**src/rtl/sram_controller.sv**
```systemverilog
// ----------------------------------------------------------------------------
// sram_controller
//
// Turns one 32-bit load/store from the MEM stage into two half-word accesses
// on a 16-bit asynchronous SRAM.  The low half-word goes first (LO), then the
// high half-word (HI).  Each phase lasts WAIT_CYCLES+1 cycles.  While a request
// is outstanding and the transaction has not reached DONE, SRAM_freeze holds
// every pipeline stage register.
//
// Handshake: the MEM stage raises wr_en or rd_en (req) and keeps the request
// and its operands stable until it sees ready.  ready is a one-cycle pulse in
// DONE; the pipeline advances on that edge and the controller returns to IDLE
// unconditionally.  A request still present in the following IDLE cycle is
// treated as a new transaction.  With both enables high the access is a write.
//
// Parameters:
//   BASE_ADDR   byte address mapped to SRAM word 0
//   WAIT_CYCLES extra wait cycles per half-word access (0..7)
//
// Ports:
//   clk, rst          clock, synchronous active-high reset
//   wr_en, rd_en      store / load request
//   address           byte address (offset from BASE_ADDR, 32-bit wrap)
//   write_data        store data
//   read_data         assembled load data, held until the next load
//   ready             transaction done this cycle
//   SRAM_freeze       pipeline hold
//   SRAM_ADDR         SRAM half-word address
//   SRAM_DQ_OUT/IN    pad data out / in
//   SRAM_DQ_OE        pad output enable
//   SRAM_WE_N         active-low write strobe
//   SRAM_OE_N         active-low output enable
//   o_dbg_state       current FSM state (0 IDLE, 1 LO, 2 HI, 3 DONE)
//   SRAM_FREEZE_CNT   saturating count of freeze cycles; present only when
//                     the macro SRAM_FREEZE_STATS_EN is defined
// ----------------------------------------------------------------------------
module sram_controller #(
    parameter logic [31:0] BASE_ADDR   = 32'd1024,
    parameter int unsigned WAIT_CYCLES = 1
) (
    input  logic        clk,
    input  logic        rst,
    input  logic        wr_en,
    input  logic        rd_en,
    input  logic [31:0] address,
    input  logic [31:0] write_data,
    output logic [31:0] read_data,
    output logic        ready,
    output logic        SRAM_freeze,
    output logic [17:0] SRAM_ADDR,
    output logic [15:0] SRAM_DQ_OUT,
    input  logic [15:0] SRAM_DQ_IN,
    output logic        SRAM_DQ_OE,
    output logic        SRAM_WE_N,
    output logic        SRAM_OE_N,
    output logic [1:0]  o_dbg_state
`ifdef SRAM_FREEZE_STATS_EN
    ,
    output logic [15:0] SRAM_FREEZE_CNT
`endif
);

    typedef enum logic [1:0] {
        ST_IDLE = 2'd0,
        ST_LO   = 2'd1,
        ST_HI   = 2'd2,
        ST_DONE = 2'd3
    } state_t;

    state_t      r_state;
    state_t      w_next_state;
    logic [2:0]  r_cnt;
    logic        r_op_wr;
    logic [16:0] r_word;       // 32-bit word index within the SRAM
    logic [31:0] r_wdata;
    logic [31:0] r_read_data;

    logic        w_req;
    logic        w_cnt_zero;
    logic [2:0]  w_wait;
    logic [31:0] w_off;
    logic        w_unused;

    assign w_req      = wr_en | rd_en;
    assign w_cnt_zero = (r_cnt == 3'd0);
    assign w_wait     = 3'(WAIT_CYCLES);
    assign w_off      = address - BASE_ADDR;
    // Byte-within-word and out-of-range offset bits do not reach the SRAM.
    assign w_unused   = ^{w_off[31:19], w_off[1:0]};

    // ---------------- state register ----------------
    always_ff @(posedge clk) begin
        if (rst) begin
            r_state <= ST_IDLE;
        end else begin
            r_state <= w_next_state;
        end
    end

    // ---------------- next-state logic ----------------
    always_comb begin
        w_next_state = r_state;
        case (r_state)
            ST_IDLE: if (w_req)      w_next_state = ST_LO;
            ST_LO:   if (w_cnt_zero) w_next_state = ST_HI;
            ST_HI:   if (w_cnt_zero) w_next_state = ST_DONE;
            ST_DONE:                 w_next_state = ST_IDLE;
            default:                 w_next_state = ST_IDLE;
        endcase
    end

    // ---------------- Moore outputs (pins, ready) ----------------
    always_comb begin
        SRAM_ADDR   = 18'd0;
        SRAM_DQ_OUT = 16'd0;
        SRAM_DQ_OE  = 1'b0;
        SRAM_WE_N   = 1'b1;
        SRAM_OE_N   = 1'b1;
        ready       = 1'b0;
        case (r_state)
            ST_LO: begin
                SRAM_ADDR = {r_word, 1'b0};
                if (r_op_wr) begin
                    SRAM_DQ_OUT = r_wdata[15:0];
                    SRAM_DQ_OE  = 1'b1;
                    SRAM_WE_N   = 1'b0;
                end else begin
                    SRAM_OE_N   = 1'b0;
                end
            end
            ST_HI: begin
                SRAM_ADDR = {r_word, 1'b1};
                if (r_op_wr) begin
                    SRAM_DQ_OUT = r_wdata[31:16];
                    SRAM_DQ_OE  = 1'b1;
                    SRAM_WE_N   = 1'b0;
                end else begin
                    SRAM_OE_N   = 1'b0;
                end
            end
            ST_DONE: ready = 1'b1;
            default: ;
        endcase
    end

    // Freeze follows the live request so the pipeline is released in DONE
    // and is never held while no memory instruction is present.
    assign SRAM_freeze = w_req & (r_state != ST_DONE);
    assign read_data   = r_read_data;
    assign o_dbg_state = r_state;

    // ---------------- transaction registers ----------------
    always_ff @(posedge clk) begin
        if (rst) begin
            r_cnt       <= 3'd0;
            r_op_wr     <= 1'b0;
            r_word      <= 17'd0;
            r_wdata     <= 32'd0;
            r_read_data <= 32'd0;
        end else begin
            case (r_state)
                ST_IDLE: begin
                    if (w_req) begin
                        r_cnt   <= w_wait;
                        r_op_wr <= wr_en;
                        r_word  <= w_off[18:2];
                        r_wdata <= write_data;
                    end
                end
                ST_LO: begin
                    if (w_cnt_zero) begin
                        r_cnt <= w_wait;   // reload for the HI phase
                        if (!r_op_wr) r_read_data[15:0] <= SRAM_DQ_IN;
                    end else begin
                        r_cnt <= r_cnt - 3'd1;
                    end
                end
                ST_HI: begin
                    if (w_cnt_zero) begin
                        if (!r_op_wr) r_read_data[31:16] <= SRAM_DQ_IN;
                    end else begin
                        r_cnt <= r_cnt - 3'd1;
                    end
                end
                default: ;
            endcase
        end
    end

`ifdef SRAM_FREEZE_STATS_EN
    logic [15:0] r_freeze_cnt;

    always_ff @(posedge clk) begin
        if (rst) begin
            r_freeze_cnt <= 16'd0;
        end else if (SRAM_freeze && (r_freeze_cnt != 16'hFFFF)) begin
            r_freeze_cnt <= r_freeze_cnt + 16'd1;
        end
    end

    assign SRAM_FREEZE_CNT = r_freeze_cnt;
`endif

endmodule

```
**config.mk**
```make
export PLATFORM = sky130hd
export DESIGN_NAME = sram_controller
export DESIGN_NICKNAME = d
export VERILOG_FILES = /design/src/rtl/sram_controller.sv
export SDC_FILE = /design/constraint.sdc
export NUM_CORES = 1
export LEC_CHECK = 0
export ABC_AREA = 1
export CAP_MARGIN = 10
export CORE_UTILIZATION = 44
export CTS_BUF_LIST = sky130_fd_sc_hd__clkbuf_4 sky130_fd_sc_hd__clkbuf_8
export DETAILED_ROUTE_END_ITERATION = 7
export GPL_ROUTABILITY_DRIVEN = 0
export PLACE_DENSITY = 0.82
export SLEW_MARGIN = 0
export SYNTH_ARGS = -nofsm -noshare
export SYNTH_HDL_FRONTEND = slang
export SYNTH_SLANG_ARGS = --single-unit
export TNS_END_PERCENT = 50
```
**constraint.sdc**
```tcl
create_clock -name clk -period 2.5 [get_ports clk]
set_input_delay 0.75 -clock clk [delete_from_list [all_inputs] [get_ports clk]]
set_output_delay 0.75 -clock clk [all_outputs]
set_load 0.05 [all_outputs]
```
Word level (Yosys, flattened, before mapping)
Index checks and enable logic that the tools add are counted.
Storage, ports and cells
  output and inout bits: 73
  RAM bits: 0
  bits in latches: 0
  ROM bits: 0
  memories: 0
  register bits: 87
Operators by class
  mux-type cells: 18
  shift operators: 0
  $lt $le $gt $ge: 0
  divide/modulo/power cells: 0
  multipliers: 0
  add/subtract/negate cells: 2
  bitwise gates (word level): 3
  equal/unequal tests: 8
  reductions and logical operators: 9
Operator list (count)
  18-bit case mux with 2 select lines: 1
  16-bit two-way mux: 2
  16-bit case mux with 2 select lines: 1
  19-bit by 11-bit subtractor with 19-bit output (second input constant): 1
  3-bit AND reduction: 4
  2-bit != test (second input constant): 5
  3-bit two-way mux: 3
  3-bit case mux with 3 select lines: 1
  2-bit case mux with 4 select lines: 1
  1-bit two-way mux: 6
  2-bit two-way mux: 3
  2-bit == test (second input constant): 2
  3-bit logical NOT: 1
  3-bit nonzero test: 1
  3-bit by 1-bit subtractor with 3-bit output (second input constant): 1
  2-bit by 1-bit == test with 1-bit output (second input constant): 1
  2-bit logical NOT: 1
  2-bit AND reduction: 1
  2-bit OR reduction: 1
  1-bit bitwise AND: 1
  1-bit NOT: 1
  1-bit OR: 1

Depth between registers and ports, before layout
Gate-level depths: netlist (run 1).
  word-level depth: 3
  mapped depth: 10
  depth with buffers taken out: 9

Worst setup path after synthesis (run 1)
Ideal clock, no wire load.
  path kind: reg2out
  start: register r_state[1], in the netlist o_dbg_state[1]
  end: output port SRAM_DQ_OUT[0]
  slack: -823 ps
  arrival time: 2573 ps
  cell stages (with the launch flop): 6
  cell sequence: dfxtp_1 > ha_1 > buf_4 > buf_2 > nand2_1 > a21oi_1
On the way
  cells in the longest elaborated chain, start to end: 2
  elaborated cells between the ends (all ways): 3
  those cells by class: eq/ne: 2; mux: 1
RTL lines
  start: declaration: line 70  | state_t r_state;
  start signal: assignment: line 96  | r_state <= w_next_state;
  2-bit == test / 2-bit by 1-bit == test with 1-bit output (equally long branches): line 120  | case (r_state)
  16-bit case mux with 2 select lines *: line 120
  end: declaration: line 51  | output logic [15:0] SRAM_DQ_OUT,
Every way passes the cells marked *; elsewhere a longest branch is shown, timed or not.

Worst setup path after layout (run 1)
  start: register r_state[1], in the netlist o_dbg_state[1]
  end: output port SRAM_OE_N
On the way
  cells in the longest elaborated chain, start to end: 3
  elaborated cells between the ends (all ways): 4
  those cells by class: eq/ne: 2; mux: 1; reduce/logical: 1
RTL lines
  2-bit == test / 2-bit by 1-bit == test with 1-bit output (equally long branches): line 120
  2-bit OR reduction (no source line) *
  1-bit two-way mux *
  end: declaration: line 55  | output logic SRAM_OE_N,
Marked as above.

==> results_dict.tcl, run 1 <==
set metrics [dict create \
    p_comb_share_pct 57.0 \
    seqPwrFrac_pct 29.6 \
    dp_hpwl_um 7790 \
    critPathRequiredTime_ps 1750 \
    grt_pass1_vias 3740 \
    fin_tns_setup_ps 0 \
    wl_per_cell_um 14.4 \
    drt_iter0_markers 129 \
    placed_cells 767 \
    cp-start-kind "flop" \
    grt_overflow 0 \
    cts_root_buffer "clkbuf_8" \
    run_status "finished, final reports clean" \
    clkPwrFrac_pct 13.4 \
    post-route-period-util_pct 99.6 \
    io_pins 157 \
    startpoint "o_dbg_state[1]" \
    drv_cap 0 \
    finalSetupViolCount 0 \
    r2r_start "o_dbg_state[0]" \
    worstSkewPairLatency_ps 350 \
    rr_endpoint "read_data[30]" \
    power_leakage_nw 2.48 \
    ys_ff_latch 87 \
    peakVddDrop_uv 512 \
    rrSetupSlack_ps 600 \
    reg2regPathDepth 9 \
    arrival_ps 1740 \
    postLayoutCoreUtil_pct 76.4 \
    skew_ps 7.00 \
    worst_pin_slew_ps 544 \
    final_design_area_no_fill_sq_um 6340 \
    dr.pass1.iters 4 \
    fmax_mhz 402 \
    clockBufferDepth 2 \
    grt_start_max_net_pins 56 \
    grt_use_total_pct 25.0 \
    multi_input_area_sq_um 2110 \
    area_growth_pct 65.6 \
    n_fill_cell 560 \
    n_antenna_cell 0 \
    fp-row-count 33 \
    die_area_sq_um 9080 \
    start_util_pct 46.1 \
    synth.avg_cell_area_sq_um 7.13 \
    layout.area.seq_sq_um 1750 \
    holdPathStages 2 \
    wl_um 11400 \
    min-delay-start "read_data[0]" \
    switching_share_pct 47.4 \
    drive_above_1_share_pct 19.2 \
    grt_pass1_wl_um 17600 \
    grt_antenna_before_repair 0 \
    core_area_sq_um 8300 \
    layout_common_cells "147 x nor2_1, 102 x clkdlybuf4s50_1, 85 x dfxtp_1" \
    worst_slack_ps 11.0 \
    io_buffers 141 \
    htree_levels 3 \
    whs_ps 486 \
    final_common_cell "nor2_1" \
    switchingPower_mw 3.33 \
    ys_types 25 \
    place_area_sq_um 5930 \
    hold_viol_final 0 \
    die_h_um 95.3 \
    synthCells 537 \
    antenna_left 0 \
    drc_errors 0 \
    critPathKind "reg2out" \
    whs_endpoint "read_data[0]" \
    power_density_nw_per_um2 1110 \
    cts_sinks 87 \
    period_minus_slack_ps 2490 \
    syn_nets 630 \
    ys_warn_count 0 \
    hold_class "reg2reg" \
    cts_tree "built" \
    endpoint_kind "primary output" \
    viasPerCell 5.12 \
    cts_made_buffers 9 \
    vias 4040 \
    p_total_mw 7.02 \
    maxSlewHeadroom_pct 63.6 \
    syn-cell-area_sq_um 3830 \
    final_max_slew_viol_count 0 \
    synth_seq_area_share_pct 45.5 \
    clk_pin_slew_ps 90 \
    hold_buffers 0 \
    nets 772 \
    dpl_worst_slack_ps 46.5 \
    die_x_um 95.3 \
    intPower_mw 3.69 \
    critical_path_peak_fanout 4 \
    fin_cells 789 \
]
[worst max path at each step]
stage / endpoint / slack [ps] / cells past startpoint
finish: SRAM_OE_N / 10 / 7
global route: SRAM_OE_N / -30 / 7
CTS: SRAM_OE_N / 10 / 7
detailed placement: SRAM_freeze / 50 / 4
global placement: SRAM_freeze / 60 / 4
floorplan: SRAM_ADDR[12] / 4 / 8
[flip-flops by register name, indices dropped and copies added (netlist names)]
signal	count
r_op_wr	1
r_word	17
r_wdata	32
r_cnt	3
o_dbg_state	2
read_data	32
[kinds of logic (layout without fill, tap and decap cells)]
logic type      count (synthesis)  in the layout  share of synthesized area, %
simple gates                  238            240                          25.3
compound gates                126            126                          16.5
flops                          87             87                          45.5
buf+inv                        75            220                          9.31
fa+ha+maj                       9              9                          2.94
xor+xnor                        2              2                         0.457
[worst max-delay path, stage by stage, from the launching register on]
cell,delay [ps]
dfxtp_4,390
inv_4,50
ha_4,300
buf_12,150
buf_4,130
buf_4,120
nand2_2,80
buf_12,160
[what timing repair did]
action,in CTS,in global routing
gates resized for setup,20,10
buffers inserted,2,2
pin swaps,6,5
cloned,1,1
setup endpoints to repair,35,33
[routing by layer]
metal,wire length (um),vias to the layer above,track usage (%)
li1,-,1983,-
met1,4550,1859,29.5
met2,5770,164,42.8
met3,678,34,5.26
met4,396,0,12.0
met5,0,-,0
[cell usage after synthesis]
library cell  number  share of area, %
buf_4              5              0.98
xor2_1             2              0.46
o21ai_1            8               1.0
inv_4              2              0.33
nand2_4            1              0.29
o211ai_1           1              0.20
nand3_4            1              0.46
nor3_1             1              0.13
clkbuf_2           1              0.13
buf_6              5               1.5
dfxtp_1           87                45
nor2_8             1              0.52
ha_1               9               2.9
nand2_2            3              0.49
buf_2             10               1.3
inv_2              5              0.49
nand2_1           58               5.7
o21ai_0           79                10
clkbuf_1           7              0.69
inv_1             40               3.9
nand3_1            6              0.78
nor2_1           164                16
nor2_4             2              0.59
a21oi_1           38               5.0
nand3_2            1              0.26
[final cells by class]
class                           instances  area share, %
Sequential cell                        87           27.6
Tap cell                              105           2.07
Clock buffer                           11           2.39
Multi-Input combinational cell        377           33.3
Timing Repair Buffer                  157           31.0
Clock inverter                          5          0.631
Inverter                               47           2.96
[power groups by stage]
stage / registers (mW) / logic (mW) / clock network, mW
after floorplan: 2.63 / 1.89 / 0
after global placement: 2.08 / 3.47 / 0
after detailed placement: 2.10 / 3.55 / 0
after CTS: 2.08 / 3.85 / 0.944
after global routing: 2.12 / 4.27 / 1.00
final: 2.08 / 4.00 / 0.940
Power figures use the tool's default switching activity.
==> run 2, diff against run 1 <==
CORE_MARGIN = 5   (was default)
CORE_UTILIZATION = 40   (was 44)
PLACE_DENSITY = 0.78   (was 0.82)
clock period = 2.05 ns   (was 2.5 ns; I/O delays follow)
==> results_dict.tcl, run 2 (synthesis gave the netlist of run 1 again) <==
set metrics [dict create \
    holdPathStages 2 \
    worst_slack_ps -257 \
    endpoint_kind "primary output" \
    reg2regPathDepth 11 \
    grt_overflow 0 \
    die_area_sq_um 11600 \
    arrival_ps 1690 \
    skew_ps 7.41 \
    grt_pass1_vias 4133 \
    drc_errors 0 \
    power_leakage_nw 2.65 \
    layout_common_cells "146 x nor2_1, 84 x dfxtp_1, 79 x o21ai_0" \
    finalSetupViolCount 36 \
    whs_ps 490 \
    rsz0062_at_grt "yes" \
    maxSlewHeadroom_pct 65.5 \
    cp_slowest_cell "dfxtp_4" \
    grt_pass1_wl_um 19900 \
    period_minus_slack_ps 2310 \
    drt_iter0_markers 175 \
    io_pins 157 \
    cts_made_buffers 9 \
    worstSkewPairLatency_ps 340 \
    cp-start-kind "flop" \
    grt_start_max_net_pins 56 \
    n_antenna_cell 0 \
    path_common_cell "buf_12" \
    crit_buf_inv 3 \
    cts_root_buffer "clkbuf_8" \
    dr.pass1.iters 4 \
    die_x_um 108 \
    worst_pin_slew_ps 517 \
    grt_use_total_pct 21.6 \
    cts_tree "built" \
    post-route-period-util_pct 113 \
    drive_above_1_share_pct 25.8 \
    violations "setup timing" \
    critPathKind "reg2out" \
    r2r_start "o_dbg_state[0]" \
    viasPerCell 4.85 \
    dp_hpwl_um 8430 \
    grt_antenna_before_repair 0 \
    die_h_um 108 \
    power_density_nw_per_um2 1380 \
    core_area_sq_um 9280 \
    fmax_mhz 433 \
    nets 781 \
    wl_per_cell_um 15.0 \
    rrSetupSlack_ps 390 \
    hold_viol_final 0 \
    final_max_slew_viol_count 0 \
    final_common_cell "nor2_1" \
    clk_pin_slew_ps 90 \
    peakVddDrop_uv 625 \
    hold_buffers 0 \
    clockBufferDepth 2 \
    start_util_pct 41.3 \
    wl_um 12400 \
    cp_top_family "flip-flops" \
    whs_endpoint "read_data[2]" \
    htree_levels 3 \
    antenna_left 0 \
    run_status "finished, violations left" \
    vias 3986 \
    cts_sinks 87 \
    area_growth_pct 69.9 \
    max_stage_delay_ps 400 \
    critPathRequiredTime_ps 1430 \
    postLayoutCoreUtil_pct 70.1 \
    rr_endpoint "r_cnt[2]" \
    crit_chain "inv_6, ha_4, buf_12, nand2_8, a21oi_4, buf_12" \
    drv_cap 0 \
    fp-row-count 35 \
    critical_path_peak_fanout 5 \
    hold_class "reg2reg" \
    min-delay-start "read_data[2]" \
    io_buffers 141 \
]
==> run 2: changes by cell type in the layout (fill, tap and decap cells not counted), sizes merged <==
cell / before / now
buf: 54 / 97
clkdlybuf4s50: 102 / 66
clkbuf: 11 / 9
clkinvlp: 4 / 2
inv: 48 / 50
bufinv: 0 / 1
clkinv: 0 / 1
dlymetal6s2s: 0 / 1
nand2: 64 / 65
==> run 2: per-stage QoR <==
stage / cells / setup slack (ps) / power [mW] / area [sq um] / TNS (ps)
detailed placement: 793 / -128 / 7.05 / 5970 / -1900
CTS: 821 / -251 / 8.90 / 6480 / -8230
global route: 822 / -329 / 9.49 / 6510 / -10660
global placement: 793 / -100 / 6.93 / 5970 / -1010
finish: 822 / -257 / 8.96 / 6510 / -8280
floorplan: 537 / -160 / 5.64 / 4150 / -2970
==> run 2: worst max-delay path by stage <==
stage                        start         endpoint  slack [ps]  cells after the start
floorplan           o_dbg_state[0]    SRAM_ADDR[12]        -160                      8
global placement             wr_en      SRAM_freeze        -100                      4
detailed placement           wr_en       r_word[16]        -130                      8
CTS                 o_dbg_state[0]     SRAM_ADDR[3]        -250                      8
global route        o_dbg_state[0]     SRAM_ADDR[3]        -330                      8
finish              o_dbg_state[0]  SRAM_DQ_OUT[10]        -260                      6
==> run 2: repair_timing <==
item,CTS,global route
pin swaps,7,0
setup endpoints to repair,37,37
gates cloned,5,0
setup buffers,7,1
resized for setup,34,5
==> run 2: layout make-up <==
type,instances,area (sq um)
clock buffers,9,124
clock inverters,7,77.6
fillers,717,2780
inverters,47,193
multi-input cells,378,2170
flip-flops and latches,87,1750
well taps,129,161
repair buffers,165,2030
==> run 2: power by group <==
| group | internal, mW | switching [mW] | leakage [nW] |
|---|---|---|---|
| logic | 1.91 | 3.24 | 1.83 |
| registers | 2.25 | 0.324 | 0.719 |
| clock network | 0.580 | 0.648 | 0.102 |
| total | 4.75 | 4.21 | 2.65 |
==> run 2: per-layer routing <==
| layer | up-vias | track usage [%] | part of all wire [%] |
|---|---|---|---|
| met5 | - | 0 | 0 |
| met4 | 0 | 8.48 | 2.4 |
| met3 | 20 | 4.98 | 5.5 |
| met2 | 116 | 38.0 | 52 |
| met1 | 1843 | 25.2 | 40 |
| li1 | 2007 | - | - |
==> run 2: worst reg2reg max path: stages (launching register included) <==
cell and delay (ps):
dfxtp_4 400, inv_6 50, ha_4 290, buf_12 160, buf_6 120, buf_4 100, inv_1 30, nor2_1 120
nand3_1 90, nand2_1 90, nand2_1 70, nor2_1 100
==> run 3, diff against run 2 <==
GPL_TIMING_DRIVEN = 0   (was default)
==> results_dict.tcl, run 3 (synthesis gave the netlist of run 1 again) <==
set metrics [dict create \
    p_comb_share_pct 57.9 \
    skew_ps 11.2 \
    power_leakage_nw 2.77 \
    antenna_left 0 \
    dp_hpwl_um 9090 \
    die_area_sq_um 11600 \
    core_area_sq_um 9280 \
    viasPerCell 4.88 \
    cts_made_buffers 9 \
    p_total_mw 8.78 \
    n_fill_cell 758 \
    drv_cap 0 \
    seqPwrFrac_pct 29.1 \
    place_area_sq_um 5720 \
    wl_per_cell_um 14.8 \
    cts_sinks 87 \
    post-route-period-util_pct 117 \
    cts_tree "built" \
    die_h_um 108 \
    grtUsageMet2_pct 37.1 \
    drive_above_1_share_pct 23.0 \
    critPathKind "reg2out" \
    grt_antenna_before_repair 0 \
    power_density_nw_per_um2 1380 \
    run_status "finished, violations left" \
    dr.pass1.iters 5 \
    fp-row-count 35 \
    grt_pass1_wl_um 20200 \
    cp-start-kind "flop" \
    die_x_um 108 \
    maxSlewHeadroom_pct 63.5 \
    final_max_slew_viol_count 0 \
    nets 811 \
    drc_errors 0 \
    dpl_worst_slack_ps -789 \
    critPathRequiredTime_ps 1430 \
    cts_root_buffer "clkbuf_8" \
    rsz0062_at_grt "yes" \
    drt_iter0_markers 175 \
    violations "setup timing" \
    grt_pass1_vias 4174 \
    intPower_mw 4.58 \
    whs_ps 485 \
    area_growth_pct 66.1 \
    wl_um 12600 \
    n_antenna_cell 0 \
    worst_pin_slew_ps 550 \
    io_buffers 141 \
    period_minus_slack_ps 2410 \
    clockBufferDepth 2 \
    hold_viol_final 0 \
    use_met1_pct 26.4 \
    vias 4154 \
    peakVddDrop_uv 591 \
    critical_path_peak_fanout 6 \
    switching_share_pct 47.8 \
    busiest_layer "met2" \
    grt_overflow 0 \
    grt_use_total_pct 21.9 \
    multi_input_area_sq_um 2090 \
    clkPwrFrac_pct 13.1 \
    grt_start_max_net_pins 18 \
    worstSkewPairLatency_ps 370 \
    endpoint_kind "primary output" \
    layout.area.seq_sq_um 1750 \
    switchingPower_mw 4.20 \
    htree_levels 3 \
    finalSetupViolCount 36 \
    postLayoutCoreUtil_pct 68.5 \
    grtUsageMet3_pct 3.84 \
    final_design_area_no_fill_sq_um 6360 \
    worst_slack_ps -356 \
    final_common_cell "nor2_1" \
    arrival_ps 1790 \
    layout_common_cells "146 x nor2_1, 84 x dfxtp_1, 79 x o21ai_0" \
    start_util_pct 41.3 \
    io_pins 157 \
    fmax_mhz 416 \
    hold_class "reg2reg" \
    clk_pin_slew_ps 90 \
]
[run 3: cell count changes in the layout (fill, tap and decap cells not counted), moves of 2 or more]
cell,before,now
nand2_8,4,2
buf_6,5,39
buf_12,44,5
buf_8,1,10
buf_4,45,23
clkbuf_1,0,7
buf_2,0,7
a21oi_4,16,12
a21oi_2,0,4
clkinvlp_4,2,4
dlygate4sd2_1,1,34
[run 3: worst max-delay path, stage by stage (launching register included)]
cell and delay, ps:
dfxtp_4 410, inv_6 50, ha_4 330, buf_12 130
nand2_8 90, buf_16 160, nor2_4 90, buf_6 160
[run 3: layout make-up]
class,instances,area share (%)
Clock buffer,9,1.95
Tap cell,129,2.54
Multi-Input combinational cell,376,32.9
Timing Repair Buffer,169,27.4
Sequential cell,87,27.5
Buffer,28,3.66
Inverter,47,3.03
Clock inverter,7,1.06
[run 3: path summary, 6_finish.rpt]
path / from / slack (ps) / endpoint / cells after the start
hold reg to reg: read_data[2] / 490 / read_data[2] / 2
hold / removal: read_data[2] / 490 / read_data[2] / 2
setup reg to reg: o_dbg_state[1] / 450 / read_data[6] / 9
setup / recovery: o_dbg_state[0] / -360 / SRAM_ADDR[5] / 7
[run 3: metal layers]
metal,up-vias,share of wire [%]
li1,2066,-
met1,1898,42
met2,154,49
met3,36,5.6
met4,0,3.5
met5,-,0
[run 3: per-stage QoR]
stage	TNS (ps)	cells
6_report	-10680	852
5_1_grt	-12540	852
4_1_cts	-10340	848
3_5_place_dp	-24160	807
3_3_place_gp	-22390	807
2_1_floorplan	-2970	537
[run 3: timing repair]
action / 4_1_cts / 5_1_grt
pin swaps: 6 / 2
resized for setup: 332 / 14
endpoints found under the setup margin: 73 / 38
buffers inserted: 22 / 4
hold buffers: 0 / 0
gates cloned: 3 / 0
[run 3: power by group through the flow]
stage,clock [mW],sequential [mW],combinational [mW]
floorplan,0,3.22,2.42
global placement,0,2.55,4.25
detailed placement,0,2.57,4.34
CTS,1.17,2.54,4.92
global route,1.25,2.61,5.41
finish,1.15,2.55,5.08
